[config.mk]
export PLATFORM = sky130hd
export DESIGN_NAME = pwm_audio_capture
export DESIGN_NICKNAME = d
export VERILOG_FILES = /design/src/rtl/pwm_audio_capture.sv
export SDC_FILE = /design/constraint.sdc
export NUM_CORES = 1
export LEC_CHECK = 0
export ABC_AREA = 0
export ABC_CLOCK_PERIOD_IN_PS = 7000
export CORE_MARGIN = 2
export CORE_UTILIZATION = 40
export CTS_CLUSTER_SIZE = 8
export DETAILED_ROUTE_END_ITERATION = 16
export HOLD_SLACK_MARGIN = 0.08
export PLACE_DENSITY_LB_ADDON = 0.1
export SLEW_MARGIN = 20
export SYNTH_ARGS = -nofsm -noshare
export SYNTH_HDL_FRONTEND = slang
export SYNTH_SLANG_ARGS = --single-unit
[constraint.sdc]
create_clock -name clk -period 7 [get_ports clk]
set_input_delay 0.7 -clock clk [delete_from_list [all_inputs] [get_ports clk]]
set_output_delay 0.7 -clock clk [all_outputs]
set_load 0.01 [all_outputs]
[src/rtl/pwm_audio_capture.sv]
// pwm_audio_capture: recovers 8-bit samples from a 1-bit PWM audio stream.
// The block locks onto the first rising edge of the sampled input and counts
// high cycles over each PERIOD-clock frame. Each count, saturated to 255, is
// pushed into a small first-word-fall-through FIFO read over valid/ready.
// Optional build macro: PWM_CAPTURE_SYNC_EN. When it is defined, a 2-flop
// synchroniser sits in front of the input register, for a pwm driven from
// another board or clock domain. When it is undefined, pwm is registered once,
// for same-clock loopback.
module pwm_audio_capture #(
   parameter int PERIOD     = 256,
   parameter int FIFO_DEPTH = 4
) (
   input  logic                          clk,
   input  logic                          reset,
   input  logic                          pwm,
   input  logic                          sample_ready,
   output logic [7:0]                    sample_data,
   output logic                          sample_valid,
   output logic [$clog2(FIFO_DEPTH):0]   fifo_level,
   output logic                          locked,
   output logic                          overflow
);

   localparam int FRAME_W = $clog2(PERIOD);
   localparam int HIGH_W  = $clog2(PERIOD + 1);
   localparam int SAT_W   = (HIGH_W > 8) ? HIGH_W : 8;
   localparam int PTR_W   = $clog2(FIFO_DEPTH);
   localparam int LVL_W   = PTR_W + 1;

   typedef enum logic {S_IDLE, S_MEASURE} state_t;

   // ---------------- input sampling ----------------
   logic pwm_s_q;
   logic pwm_prev_q;

`ifdef PWM_CAPTURE_SYNC_EN
   logic sync1_q;
   logic sync2_q;

   // Two-flop synchroniser, then the input register that forms pwm_s.
   always_ff @(posedge clk) begin
      if (reset) begin
         sync1_q <= 1'b0;
         sync2_q <= 1'b0;
         pwm_s_q <= 1'b0;
      end else begin
         sync1_q <= pwm;
         sync2_q <= sync1_q;
         pwm_s_q <= sync2_q;
      end
   end
`else
   // Same-clock input: one register stage forms pwm_s.
   always_ff @(posedge clk) begin
      if (reset) begin
         pwm_s_q <= 1'b0;
      end else begin
         pwm_s_q <= pwm;
      end
   end
`endif

   // Previous pwm_s value, used to detect the rising edge that starts a lock.
   always_ff @(posedge clk) begin
      if (reset) begin
         pwm_prev_q <= 1'b0;
      end else begin
         pwm_prev_q <= pwm_s_q;
      end
   end

   // ---------------- frame measurement FSM ----------------
   state_t              state_q, state_d;
   logic [FRAME_W-1:0]  frame_cnt_q, frame_cnt_d;   // index of the current frame cycle
   logic [HIGH_W-1:0]   high_cnt_q, high_cnt_d;     // high cycles seen before the current cycle
   logic                locked_q, locked_d;
   logic [HIGH_W-1:0]   high_total;                 // high cycles including the current cycle
   logic [SAT_W-1:0]    total_ext;
   logic                push;
   logic [7:0]          push_data;

   // Next-state logic: lock on a rising edge, then count a frame and emit its sample.
   always_comb begin
      state_d     = state_q;
      frame_cnt_d = frame_cnt_q;
      high_cnt_d  = high_cnt_q;
      push        = 1'b0;
      high_total  = high_cnt_q + HIGH_W'(pwm_s_q);
      total_ext   = SAT_W'(high_total);
      push_data   = (total_ext > SAT_W'(255)) ? 8'hFF : total_ext[7:0];
      unique case (state_q)
         S_IDLE: begin
            frame_cnt_d = '0;
            high_cnt_d  = '0;
            if (pwm_s_q && !pwm_prev_q) begin
               // This cycle is frame cycle 0 and it is high.
               state_d     = S_MEASURE;
               frame_cnt_d = FRAME_W'(1);
               high_cnt_d  = HIGH_W'(1);
            end
         end
         S_MEASURE: begin
            if (frame_cnt_q == FRAME_W'(PERIOD - 1)) begin
               push        = 1'b1;
               frame_cnt_d = '0;
               high_cnt_d  = '0;
               if (high_total == '0) begin
                  // A silent frame means the stream went away: lock is dropped.
                  state_d = S_IDLE;
               end
            end else begin
               frame_cnt_d = frame_cnt_q + FRAME_W'(1);
               high_cnt_d  = high_total;
            end
         end
         default: begin
            state_d = S_IDLE;
         end
      endcase
      locked_d = (state_d == S_MEASURE);
   end

   // FSM state, frame counters and the registered lock flag.
   always_ff @(posedge clk) begin
      if (reset) begin
         state_q     <= S_IDLE;
         frame_cnt_q <= '0;
         high_cnt_q  <= '0;
         locked_q    <= 1'b0;
      end else begin
         state_q     <= state_d;
         frame_cnt_q <= frame_cnt_d;
         high_cnt_q  <= high_cnt_d;
         locked_q    <= locked_d;
      end
   end

   // ---------------- sample FIFO ----------------
   logic [7:0]        mem_q [FIFO_DEPTH];
   logic [PTR_W-1:0]  wr_ptr_q, wr_ptr_d;
   logic [PTR_W-1:0]  rd_ptr_q, rd_ptr_d;
   logic [LVL_W-1:0]  level_q, level_d;
   logic              overflow_q, overflow_d;
   logic              full;
   logic              pop;
   logic              wr_en;

   // Push/pop arbitration. A push into a full FIFO succeeds only if a pop frees a slot.
   always_comb begin
      full       = (level_q == LVL_W'(FIFO_DEPTH));
      pop        = (level_q != '0) && sample_ready;
      wr_en      = push && (!full || pop);
      overflow_d = overflow_q | (push && full && !pop);
      wr_ptr_d   = wr_en ? (wr_ptr_q + PTR_W'(1)) : wr_ptr_q;
      rd_ptr_d   = pop   ? (rd_ptr_q + PTR_W'(1)) : rd_ptr_q;
      unique case ({wr_en, pop})
         2'b10:   level_d = level_q + LVL_W'(1);
         2'b01:   level_d = level_q - LVL_W'(1);
         default: level_d = level_q;
      endcase
   end

   // FIFO pointers, occupancy and the sticky overflow flag.
   always_ff @(posedge clk) begin
      if (reset) begin
         wr_ptr_q   <= '0;
         rd_ptr_q   <= '0;
         level_q    <= '0;
         overflow_q <= 1'b0;
      end else begin
         wr_ptr_q   <= wr_ptr_d;
         rd_ptr_q   <= rd_ptr_d;
         level_q    <= level_d;
         overflow_q <= overflow_d;
      end
   end

   // Sample storage. Its contents need no reset because the read port is gated by occupancy.
   always_ff @(posedge clk) begin
      if (wr_en) begin
         mem_q[wr_ptr_q] <= push_data;
      end
   end

   assign sample_valid = (level_q != '0);
   assign sample_data  = sample_valid ? mem_q[rd_ptr_q] : 8'd0;
   assign fifo_level   = level_q;
   assign locked       = locked_q;
   assign overflow     = overflow_q;

endmodule
==> results of run 1 <==
[cell type report]
| class | instances | area, µm² | share of cell area, % |
|---|---|---|---|
| Clock buffer | 9 | 124 | 3.96 |
| Clock inverter | 7 | 50.0 | 1.60 |
| Inverter | 9 | 33.8 | 1.08 |
| Multi-Input combinational cell | 137 | 1080 | 34.6 |
| Sequential cell | 62 | 1560 | 49.9 |
| Tap cell | 80 | 100 | 3.20 |
| Timing Repair Buffer | 18 | 178 | 5.68 |
[placed cells by master (no fill, tap or decap), drive strengths merged, types with 3 or more instances in the layout]
master / netlist / final
nor2: 29 / 29
nand3: 5 / 5
mux4: 8 / 8
clkinv: 0 / 3
nor2b: 12 / 12
nand2: 15 / 15
xor2: 9 / 9
nor3: 4 / 4
dfxtp: 30 / 30
xnor2: 11 / 11
clkinvlp: 0 / 3
clkbuf: 4 / 9
inv: 9 / 10
ha: 7 / 7
mux2: 3 / 3
clkdlybuf4s50: 0 / 17
a31oi: 4 / 4
edfxtp: 32 / 32
and2: 6 / 6
[synthesized netlist by cell type, types with 4 or more instances]
library cell  count  area (µm²)
mux4_2            8         180
nand2_1          15        56.3
edfxtp_1         32         961
dfxtp_1          30         601
nor3_1            4        20.0
a31oi_1           4        25.0
nor2_1           29         109
and2_2            4        30.0
xnor2_1          11        96.3
ha_1              7        87.6
nand3_1           5        25.0
inv_1             9        33.8
nor2b_1          12        75.1
xor2_1            9        78.8
[final timing paths]
| path | to | from |
|---|---|---|
| worst max-delay path | sample_data[3] | register |
| worst min-delay path | overflow$_SDFF_PP0_ | overflow$_SDFF_PP0_ |
| worst max register to register | fifo_level[2]$_SDFFE_PP0P_ | frame_cnt_q[0]$_SDFF_PP0_ |
| worst min register to register | overflow$_SDFF_PP0_ | overflow$_SDFF_PP0_ |
[worst register-to-register path: stages (launching register included)]
cell,delay (ns)
dfxtp_1,0.34
ha_1,0.24
and4_4,0.22
a31oi_1,0.40
inv_1,0.11
fa_1,0.42
nor2_1,0.14
a22oi_2,0.07
mux2_4,0.31
[cell families (layout without fill, tap and decap cells)]
kind of cell	Yosys count	after routing	synth area share, %
simple gates	83	83	16.6
buf+inv	17	43	3.03
xor+xnor	20	20	6.43
mux	12	12	8.36
fa+ha+maj	8	8	3.95
flops	62	62	57.3
compound gates	14	14	4.36
[metal layers]
metal,vias up,share of wire [%],track usage [%]
met3,8,3.5,4.10
met5,-,0,0
met1,729,49,18.8
met2,22,46,20.3
met4,0,1.7,7.53
li1,801,-,-
[state kept, by name, indices dropped and copies added (netlist names), named ones only]
signal / flops
rd_ptr_q: 2
locked: 1
frame_cnt_q: 8
wr_ptr_q: 2
pwm_s_q: 1
fifo_level: 3
high_cnt_q: 9
pwm_prev_q: 1
mem_q: 32
overflow: 1
[per-stage QoR]
| step | instance area, µm² | total power [mW] |
|---|---|---|
| floorplan | 2730 | 0.529 |
| global placement | 2950 | 0.614 |
| detailed placement | 2950 | 0.616 |
| CTS | 3130 | 0.890 |
| global route | 3130 | 0.929 |
| finish | 3130 | 0.877 |
[power groups by stage]
stage | sequential (mW) | clock (mW) | combinational [mW]
floorplan | 0.415 | 0 | 0.113
global placement | 0.429 | 0 | 0.185
detailed placement | 0.429 | 0 | 0.187
CTS | 0.421 | 0.282 | 0.187
global route | 0.424 | 0.305 | 0.200
finish | 0.420 | 0.273 | 0.184
==> impl_results.md, run 1 <==
- # diodes: 0
- Total routed wirelength: 4.41 mm
- Setup Viol. Count Final: 0
- Combinational share of power: 21.0%
- Setup TNS: 0 ns
- Die W: 86.5 µm
- PD cells: 280 nW/µm²
- Netlist cell types: 45
- Status: complete, no violations
- Core Area: 6680 µm²
- DRT antenna net count: 0
- Final hold slack: 0.495 ns
- I/O pin count: 18
- Hold bufs inserted after CTS: 0
- Sink Count: 62
- Non-Filler Instances: 322
- Max Cap Viol: 0
- Starting Density: 40.8%
- Power Internal: 0.626 mW
- Worst setup margin: 4.11 ns
- Gr ovfl total: 0
- CP delay by family, top: flip-flops
- DR vias: 1560
- Area Overhead vs Synth: 14.8%
- Reg2Reg Setup Slack: 4.65 ns
- Worst skew pair latency: 0.34 ns
- RSZ-0062 raised after global routing: no
- Mapped Avg Cell Area: 12.6 µm²
- Critical Path AT: 2.19 ns
- Crit path max fanout: 8
- CP Depth: 3
- F_max: 346 MHz
- Hold Path Class: register to register
- Drt pass-1 iters: 4
- Ys Warns: 0
- PortBufs: 17
- Clock share of power: 31.1%
- Sequential-to-total area share from yosys stat: 57.3%
- Crit path required time: 6.30 ns
- Initial antenna violation count: 0
- CTS clock-pin slew for the worst setup and hold paths: 0.07 ns
- CTS tree: built
- DRC viols: 0
- Post-cts sizing count: 0
- Number of global-route vias before repair: 1519
- Least-Margin Pin Slew: 0.581 ns
- Fraction of layout cells with a size suffix above 1: 17.8%
- Sw Pwr: 0.251 mW
- Crit share post-route: 41.3%
- Cells after Synth: 216
- Crit path cell chain: mux4_2 > nor2b_1 > clkdlybuf4s50_1
- Switching part of the total: 28.6%
- Die extent in y: 86.5 µm
- VDD IR-drop max: 147 µV
- Post-Syn Area: 2730 µm²
- Count of final hold-check violations: 0
- Largest stage delay on the critical path: 0.67 ns
- FF+latch count, synth: 62
- Share of power burned in registers: 47.9%
- Static Leak: 1.09 nW
- Minimum clock period: 2.89 ns
- First-pass GRT wire length: 7.71 mm
- Global Route Usage Sum: 14.0%
- Worst reg2reg path depth: 8
- Crit end category: output pin
- Worst Setup Start Kind: register
- Max Slew Vio Count: 0
- WP buf/inv: 1
- Num rows: 30
- Via density: 4.84
- H-tree depth: 3
- Setup repair bufs after CTS: 0
- Fill cells: 626
- Post-synth EDFFs: 32
- Syn nets: 228
- Final core occ: 46.8%
- Root buffer cell: clkbuf_8
- Crit-path slowest cell: dfxtp_1
- Final Net Count: 249
- WHS Path Cells: 2
- Num CTS Buffers: 9
- Die area: 7490 µm²
- Top FF cell, synth: edfxtp_1
- Post-DP HPWL: 3.06 mm
- Final Wtd Congestion: 0.785
- Setup slack at placement: 4.09 ns
- Kind of critical path: register to output pin
- Initial DRC count: 75
- Asr flop ratio synth: 0%
- Largest net degree at the start of global routing: 19
- Worst rel slew slack: 61.0%
- Clk_skew: 0.0106 ns
- DR WL/cell: 13.7 µm
- Placed insts: 306
- CTS Buffer Depth: 2
No activity file was read; power rests on OpenSTA's default activity.
==> inputs of run 2 (changes only) <==
- ABC_CLOCK_PERIOD_IN_PS: 7000 -> 2900
- clock period: 7 -> 2.9 ns (I/O delays scaled with it)
==> run 2 against run 1 <==
Largest power group unchanged. Non-clock buffer count increased by 2. Sequential cell count stayed put. Die area unchanged. Design area rose by 3.1%. First-iteration DRC count fell by 36%. Critical path type unchanged. Critical path depth is the same. Via count grew 1.1%. Clock power increased to 3.5 times the previous value.
==> impl_results.md, run 2 (synthesized netlist as in run 1, its figures left out) <==
- Status: complete, no violations (unchanged)
- WP buf/inv: 1 (unchanged)
- DRC viols: 0 (unchanged)
- CTS tree: built (unchanged)
- Reg2Reg Setup Slack: 0.73 ns (was 4.65 ns)
- CTS clock-pin slew for the worst setup and hold paths: 0.07 ns (about the same)
- Number of global-route vias before repair: 1523 (was 1519)
- RSZ-0062 raised after global routing: no (unchanged)
- Root buffer cell: clkbuf_8 (unchanged)
- Crit end category: output pin (unchanged)
- Reg-to-Reg End: fifo_level[2]$_SDFFE_PP0P_ (unchanged)
- Post-cts sizing count: 0 (unchanged)
- VDD IR-drop max: 457 µV (was 147 µV)
- Die extent in y: 86.5 µm (unchanged)
- Global Route Usage Sum: 13.5% (was 14.0%)
- Count of final hold-check violations: 0 (unchanged)
- DRT antenna net count: 0 (unchanged)
- Via density: 4.87 (was 4.84)
- # diodes: 0 (unchanged)
- Die W: 86.5 µm (unchanged)
- Final Net Count: 251 (was 249)
- Static Leak: 1.12 nW (was 1.09 nW)
- Setup Viol. Count Final: 0 (unchanged)
- First-pass GRT wire length: 7.60 mm (was 7.71 mm)
- Worst skew pair latency: 0.33 ns (was 0.34 ns)
- Design area: 3230 µm² (was 3130 µm²)
- Hold bufs inserted after CTS: 0 (unchanged)
- Crit path max fanout: 8 (unchanged)
- Fraction of layout cells with a size suffix above 1: 18.4% (was 17.8%)
- Total routed wirelength: 4.38 mm (was 4.41 mm)
- Sink Count: 62 (unchanged)
- Max Cap Viol: 0 (unchanged)
- DR vias: 1577 (was 1560)
- PD cells: 758 nW/µm² (was 280 nW/µm²)
- Minimum clock period: 2.46 ns
- DR WL/cell: 13.5 µm (was 13.7 µm)
- R2r startpoint: frame_cnt_q[0]$_SDFF_PP0_ (unchanged)
- Setup repair bufs after CTS: 0 (unchanged)
- Most frequent cells in the layout: 32 x edfxtp_1, 30 x dfxtp_1, 29 x nor2_1, 17 x clkdlybuf4s50_1, 15 x nand2_1 (unchanged)
- Critical Path AT: 2.17 ns (was 2.19 ns)
- Placed Area: 2970 µm² (was 2950 µm²)
- Largest stage delay on the critical path: 0.67 ns (about the same)
- Starting Density: 40.8% (unchanged)
- Hold Path Class: register to register (unchanged)
- Largest register by flop count: mem_q (unchanged)
- Drt pass-1 iters: 4 (unchanged)
- Setup TNS: 0 ns (unchanged)
- Area Overhead vs Synth: 18.4% (was 14.8%)
- Crit share post-route: 84.9%
- Num rows: 30 (unchanged)
- Max Slew Vio Count: 0 (unchanged)
- Crit-path slowest cell: dfxtp_1 (unchanged)
- Hold Crit Start: overflow$_SDFF_PP0_ (unchanged)
- Worst Setup Start Kind: register (unchanged)
- Num CTS Buffers: 9 (unchanged)
- Top Registers: mem_q: 32 flops, high_cnt_q: 9 flops, frame_cnt_q: 8 flops (unchanged)
- Initial antenna violation count: 0 (unchanged)
- Placed insts: 308 (was 306)
- Kind of critical path: register to output pin (unchanged)
- Clk_skew: 0.00857 ns (was 0.0106 ns)
- Non-Filler Instances: 324 (was 322)
- Crit path cell chain: mux4_2 > nor2b_1 > clkdlybuf4s50_1 (unchanged)
- PortBufs: 17 (unchanged)
- Worst reg2reg path depth: 9 (was 8)
- Core Area: 6680 µm² (unchanged)
- Most common cell after layout, fill and taps aside: edfxtp_1 (unchanged)
- Initial DRC count: 48 (was 75)
- I/O pin count: 18 (unchanged)
- Gr ovfl total: 0 (unchanged)
- Crit path to: sample_data[3] (unchanged)
- Largest net degree at the start of global routing: 17 (was 19)
- Die area: 7490 µm² (unchanged)
- F_max: 406 MHz
- CP delay by family, top: flip-flops (unchanged)
- CTS Buffer Depth: 2 (unchanged)
- Post-DP HPWL: 3.07 mm (was 3.06 mm)
- H-tree depth: 3 (unchanged)
- Least-Margin Pin Slew: 0.664 ns (was 0.581 ns)
- Worst rel slew slack: 55.4% (was 61.0%)
- Final Wtd Congestion: 0.770 (was 0.785)
- Crit path required time: 2.61 ns (was 6.30 ns)
- Largest register FFs: 32 (unchanged)
- CP Depth: 3 (unchanged)
==> run 2: cell types whose count changed in the layout (fill, tap and decap cells not counted) <==
cell / change
inv_6: -1
bufinv_16: +3
clkinv_2: -2
clkbuf_8: +2
clkinv_4: -1
buf_4: +2
clkinvlp_4: -1
==> run 2: area by class of cell <==
| type | count | area (µm²) |
|---|---|---|
| fill | 613 | 3460 |
| sequential | 62 | 1560 |
| multi-input combinational | 137 | 1080 |
| timing repair buffer | 20 | 193 |
| clock buffer | 11 | 151 |
| clock inverter | 5 | 105 |
| tap | 80 | 100 |
| inverter | 9 | 33.8 |
==> run 2: tightest hold or removal path, delay by kind of cell, from the launching register on <==
kind               cells  cell delay [ns]
AOI/OAI and AO/OA      1             0.05
and+or+nand+nor        1             0.07
DFF                    1             0.33
==> run 2: per-layer routing <==
layer / vias to the layer above / track usage (%) / part of all wire, %
met5: - / 0 / 0
met4: 0 / 6.82 / 1.9
met3: 8 / 3.71 / 2.6
met2: 20 / 19.9 / 46
met1: 744 / 18.3 / 50
li1: 805 / - / -
==> run 2: worst min-delay path by stage <==
stage	endpoint	cells past startpoint
2_1_floorplan	pwm_s_q$_SDFF_PP0_	1
3_3_place_gp	overflow$_SDFF_PP0_	2
3_5_place_dp	overflow$_SDFF_PP0_	2
4_1_cts	overflow$_SDFF_PP0_	2
5_1_grt	overflow$_SDFF_PP0_	2
6_report	overflow$_SDFF_PP0_	2
==> run 2: where the power goes <==
part	total, mW	switching (mW)	internal, mW
Clock	0.944	0.326	0.618
Combinational	0.487	0.202	0.285
Sequential	1.01	0.0653	0.948
Total	2.44	0.594	1.85
==> run 2: metrics by stage <==
stage | setup WS, ns | hold WS (ns) | util, % | total power [mW]
after global routing | 0.284 | 0.517 | 48.3 | 2.56
after CTS | 0.356 | 0.492 | 48.3 | 2.48
after floorplan | 0.690 | 0.418 | - | 1.29
after detailed placement | 0.558 | 0.469 | 44.4 | 1.53
final | 0.438 | 0.487 | 48.3 | 2.44
after global placement | 0.610 | 0.472 | 44.4 | 1.53
==> inputs of run 3 (changes only) <==
- ABC_CLOCK_PERIOD_IN_PS: 2900 -> 2100
- clock period: 2.9 -> 2.1 ns (I/O delays scaled with it)
==> run 3 against run 2 <==
Via count up 3.6%. Die area is the same. First-iteration DRC count increased to 2.7 times the previous value. Global-route usage up 0.66 points. Register-to-register slack lost 0.62 ns. Design area increased by 1.2%. Non-clock buffer count grew 9. Clock power is 15% higher. Critical endpoint is now fifo_level[2]$_SDFFE_PP0P_.
==> impl_results.md, run 3 (synthesized netlist as in run 1, its figures left out) <==
- Status: complete, no violations (unchanged)
- Drt pass-1 iters: 4 (unchanged)
- Crit path cell chain: ha_2 > and4_4 > a31oi_2 > inv_1 > fa_1 > a22oi_2 > mux2_4 (was mux4_2 > nor2b_1 > clkdlybuf4s50_1)
- PD cells: 973 nW/µm² (was 758 nW/µm²)
- Non-Filler Instances: 333 (was 324)
- Clk_skew: 0.00979 ns (was 0.00857 ns)
- Top Registers: mem_q: 32 flops, high_cnt_q: 9 flops, frame_cnt_q: 8 flops (unchanged)
- # diodes: 0 (unchanged)
- First-pass GRT wire length: 7.93 mm (was 7.60 mm)
- Initial DRC count: 131 (was 48)
- RSZ-0062 raised after global routing: no (unchanged)
- CP delay by family, top: adder cells (was flip-flops)
- Crit-path slowest cell: fa_1 (was dfxtp_1)
- Setup repair bufs after CTS: 0 (unchanged)
- Sink Count: 62 (unchanged)
- Number of global-route vias before repair: 1609 (was 1523)
- Most common cell after layout, fill and taps aside: edfxtp_1 (unchanged)
- Num rows: 30 (unchanged)
- F_max: 502 MHz
- Static Leak: 1.19 nW (was 1.12 nW)
- Least-Margin Pin Slew: 0.405 ns (was 0.664 ns)
- Num CTS Buffers: 9 (unchanged)
- Post-DP HPWL: 3.27 mm (was 3.07 mm)
- Total routed wirelength: 4.63 mm (was 4.38 mm)
- Core Area: 6680 µm² (unchanged)
- Worst Setup Start Kind: register (unchanged)
- Setup Viol. Count Final: 0 (unchanged)
- CTS Buffer Depth: 2 (unchanged)
- Max Cap Viol: 0 (unchanged)
- Gr ovfl total: 0 (unchanged)
- Critical Path AT: 2.21 ns (was 2.17 ns)
- Hold Path Class: input port to register (was register to register)
- Kind of critical path: register to register (was register to output pin)
- Largest net degree at the start of global routing: 12 (was 17)
- Placed Area: 3060 µm² (was 2970 µm²)
- Minimum clock period: 1.99 ns
- Largest register FFs: 32 (unchanged)
- Area Overhead vs Synth: 19.8% (was 18.4%)
- Die area: 7490 µm² (unchanged)
- DRC viols: 0 (unchanged)
- DR vias: 1633 (was 1577)
- DRT antenna net count: 0 (unchanged)
- Worst skew pair latency: 0.33 ns (about the same)
- CTS tree: built (unchanged)
- Initial antenna violation count: 0 (unchanged)
- VDD IR-drop max: 394 µV (was 457 µV)
- Die extent in y: 86.5 µm (unchanged)
- I/O pin count: 18 (unchanged)
- Root buffer cell: clkbuf_8 (unchanged)
- Via density: 4.90 (was 4.87)
- Final Wtd Congestion: 0.724 (was 0.770)
- Largest register by flop count: mem_q (unchanged)
- Placed insts: 317 (was 308)
- Fraction of layout cells with a size suffix above 1: 21.3% (was 18.4%)
- WP buf/inv: 1 (unchanged)
- Final hold slack: 0.436 ns (was 0.487 ns)
- Crit end category: register (was output pin)
- Final Net Count: 260 (was 251)
- Count of final hold-check violations: 0 (unchanged)
- PortBufs: 17 (unchanged)
- Starting Density: 40.8% (unchanged)
- Max Slew Vio Count: 0 (unchanged)
- Most frequent cells in the layout: 32 x edfxtp_1, 30 x dfxtp_1, 29 x nor2_1, 15 x nand2_1, 12 x nor2b_1 (was 32 x edfxtp_1, 30 x dfxtp_1, 29 x nor2_1, 17 x clkdlybuf4s50_1, 15 x nand2_1)
- CTS clock-pin slew for the worst setup and hold paths: 0.06 ns (was 0.07 ns)
- Worst rel slew slack: 72.8% (was 55.4%)
- Die W: 86.5 µm (unchanged)
- Global Route Usage Sum: 14.2% (was 13.5%)
- Largest stage delay on the critical path: 0.39 ns (was 0.67 ns)
- DR WL/cell: 13.9 µm (was 13.5 µm)
- H-tree depth: 3 (unchanged)
- Crit path max fanout: 4 (was 8)
- Design area: 3260 µm² (was 3230 µm²)
- Setup TNS: 0 ns (unchanged)
- Crit path required time: 2.31 ns (was 2.61 ns)
- Crit share post-route: 94.8%
-- run 3: changes by cell type in the layout (fill, tap and decap cells not counted), moves of 2 or more --
cell / change
clkinvlp_4: -2
buf_4: +8
dlygate4sd2_1: +8
clkinv_2: +2
clkbuf_8: -2
clkbuf_1: +2
clkdlybuf4s50_1: -8
-- run 3: timing repair --
action	CTS	global route
hold buffers	0	0
setup endpoints to repair	9	2
gates resized for setup	9	2
-- run 3: worst register-to-register path, cell delays in order, from the launching register on --
cell and delay, ns:
dfxtp_1 0.33, ha_2 0.21, and4_4 0.19, a31oi_2 0.19, inv_1 0.07, fa_1 0.39, a22oi_2 0.19, mux2_4 0.31
-- run 3: final cells by class --
type / instances / area, µm²
Tap cell: 80 / 100
Clock buffer: 11 / 131
Timing Repair Buffer: 29 / 263
Clock inverter: 5 / 73.8
Multi-Input combinational cell: 137 / 1100
Inverter: 9 / 33.8
Fill cell: 628 / 3420
Sequential cell: 62 / 1560
-- run 3: final timing paths --
kind         cells after the start  slack (ns)                       from                         end
max                              7        0.11  frame_cnt_q[0]$_SDFF_PP0_  fifo_level[2]$_SDFFE_PP0P_
min                              2        0.44                        pwm          pwm_s_q$_SDFF_PP0_
max reg2reg                      7        0.11  frame_cnt_q[0]$_SDFF_PP0_  fifo_level[2]$_SDFFE_PP0P_
min reg2reg                      2        0.47        overflow$_SDFF_PP0_         overflow$_SDFF_PP0_
-- run 3: metal layers --
| metal | part of all wire, % | routed length [µm] | GRT usage [%] | vias to the layer above |
|---|---|---|---|---|
| met3 | 3.1 | 142 | 4.57 | 7 |
| met1 | 48 | 2200 | 18.8 | 787 |
| met5 | 0 | 0 | 0 | - |
| met4 | 1.6 | 76 | 5.54 | 0 |
| met2 | 48 | 2210 | 21.6 | 18 |
| li1 | - | - | - | 821 |
-- run 3: stage by stage --
step                      total power, mW  util, %  setup WS [ns]
after floorplan                      1.78        -        0.00764
after global placement               2.16     45.7        -0.0119
after detailed placement             2.16     45.7        -0.0509
after CTS                            3.22     48.7         0.0564
after global routing                 3.35     48.9        0.00346
final                                3.18     48.9          0.109
-- run 3: where the power goes --
part,switching [mW],internal (mW),total [mW],leakage [nW]
logic,0.344,0.394,0.738,0.556
registers,0.0407,1.31,1.35,0.532
clock network,0.429,0.661,1.09,0.105
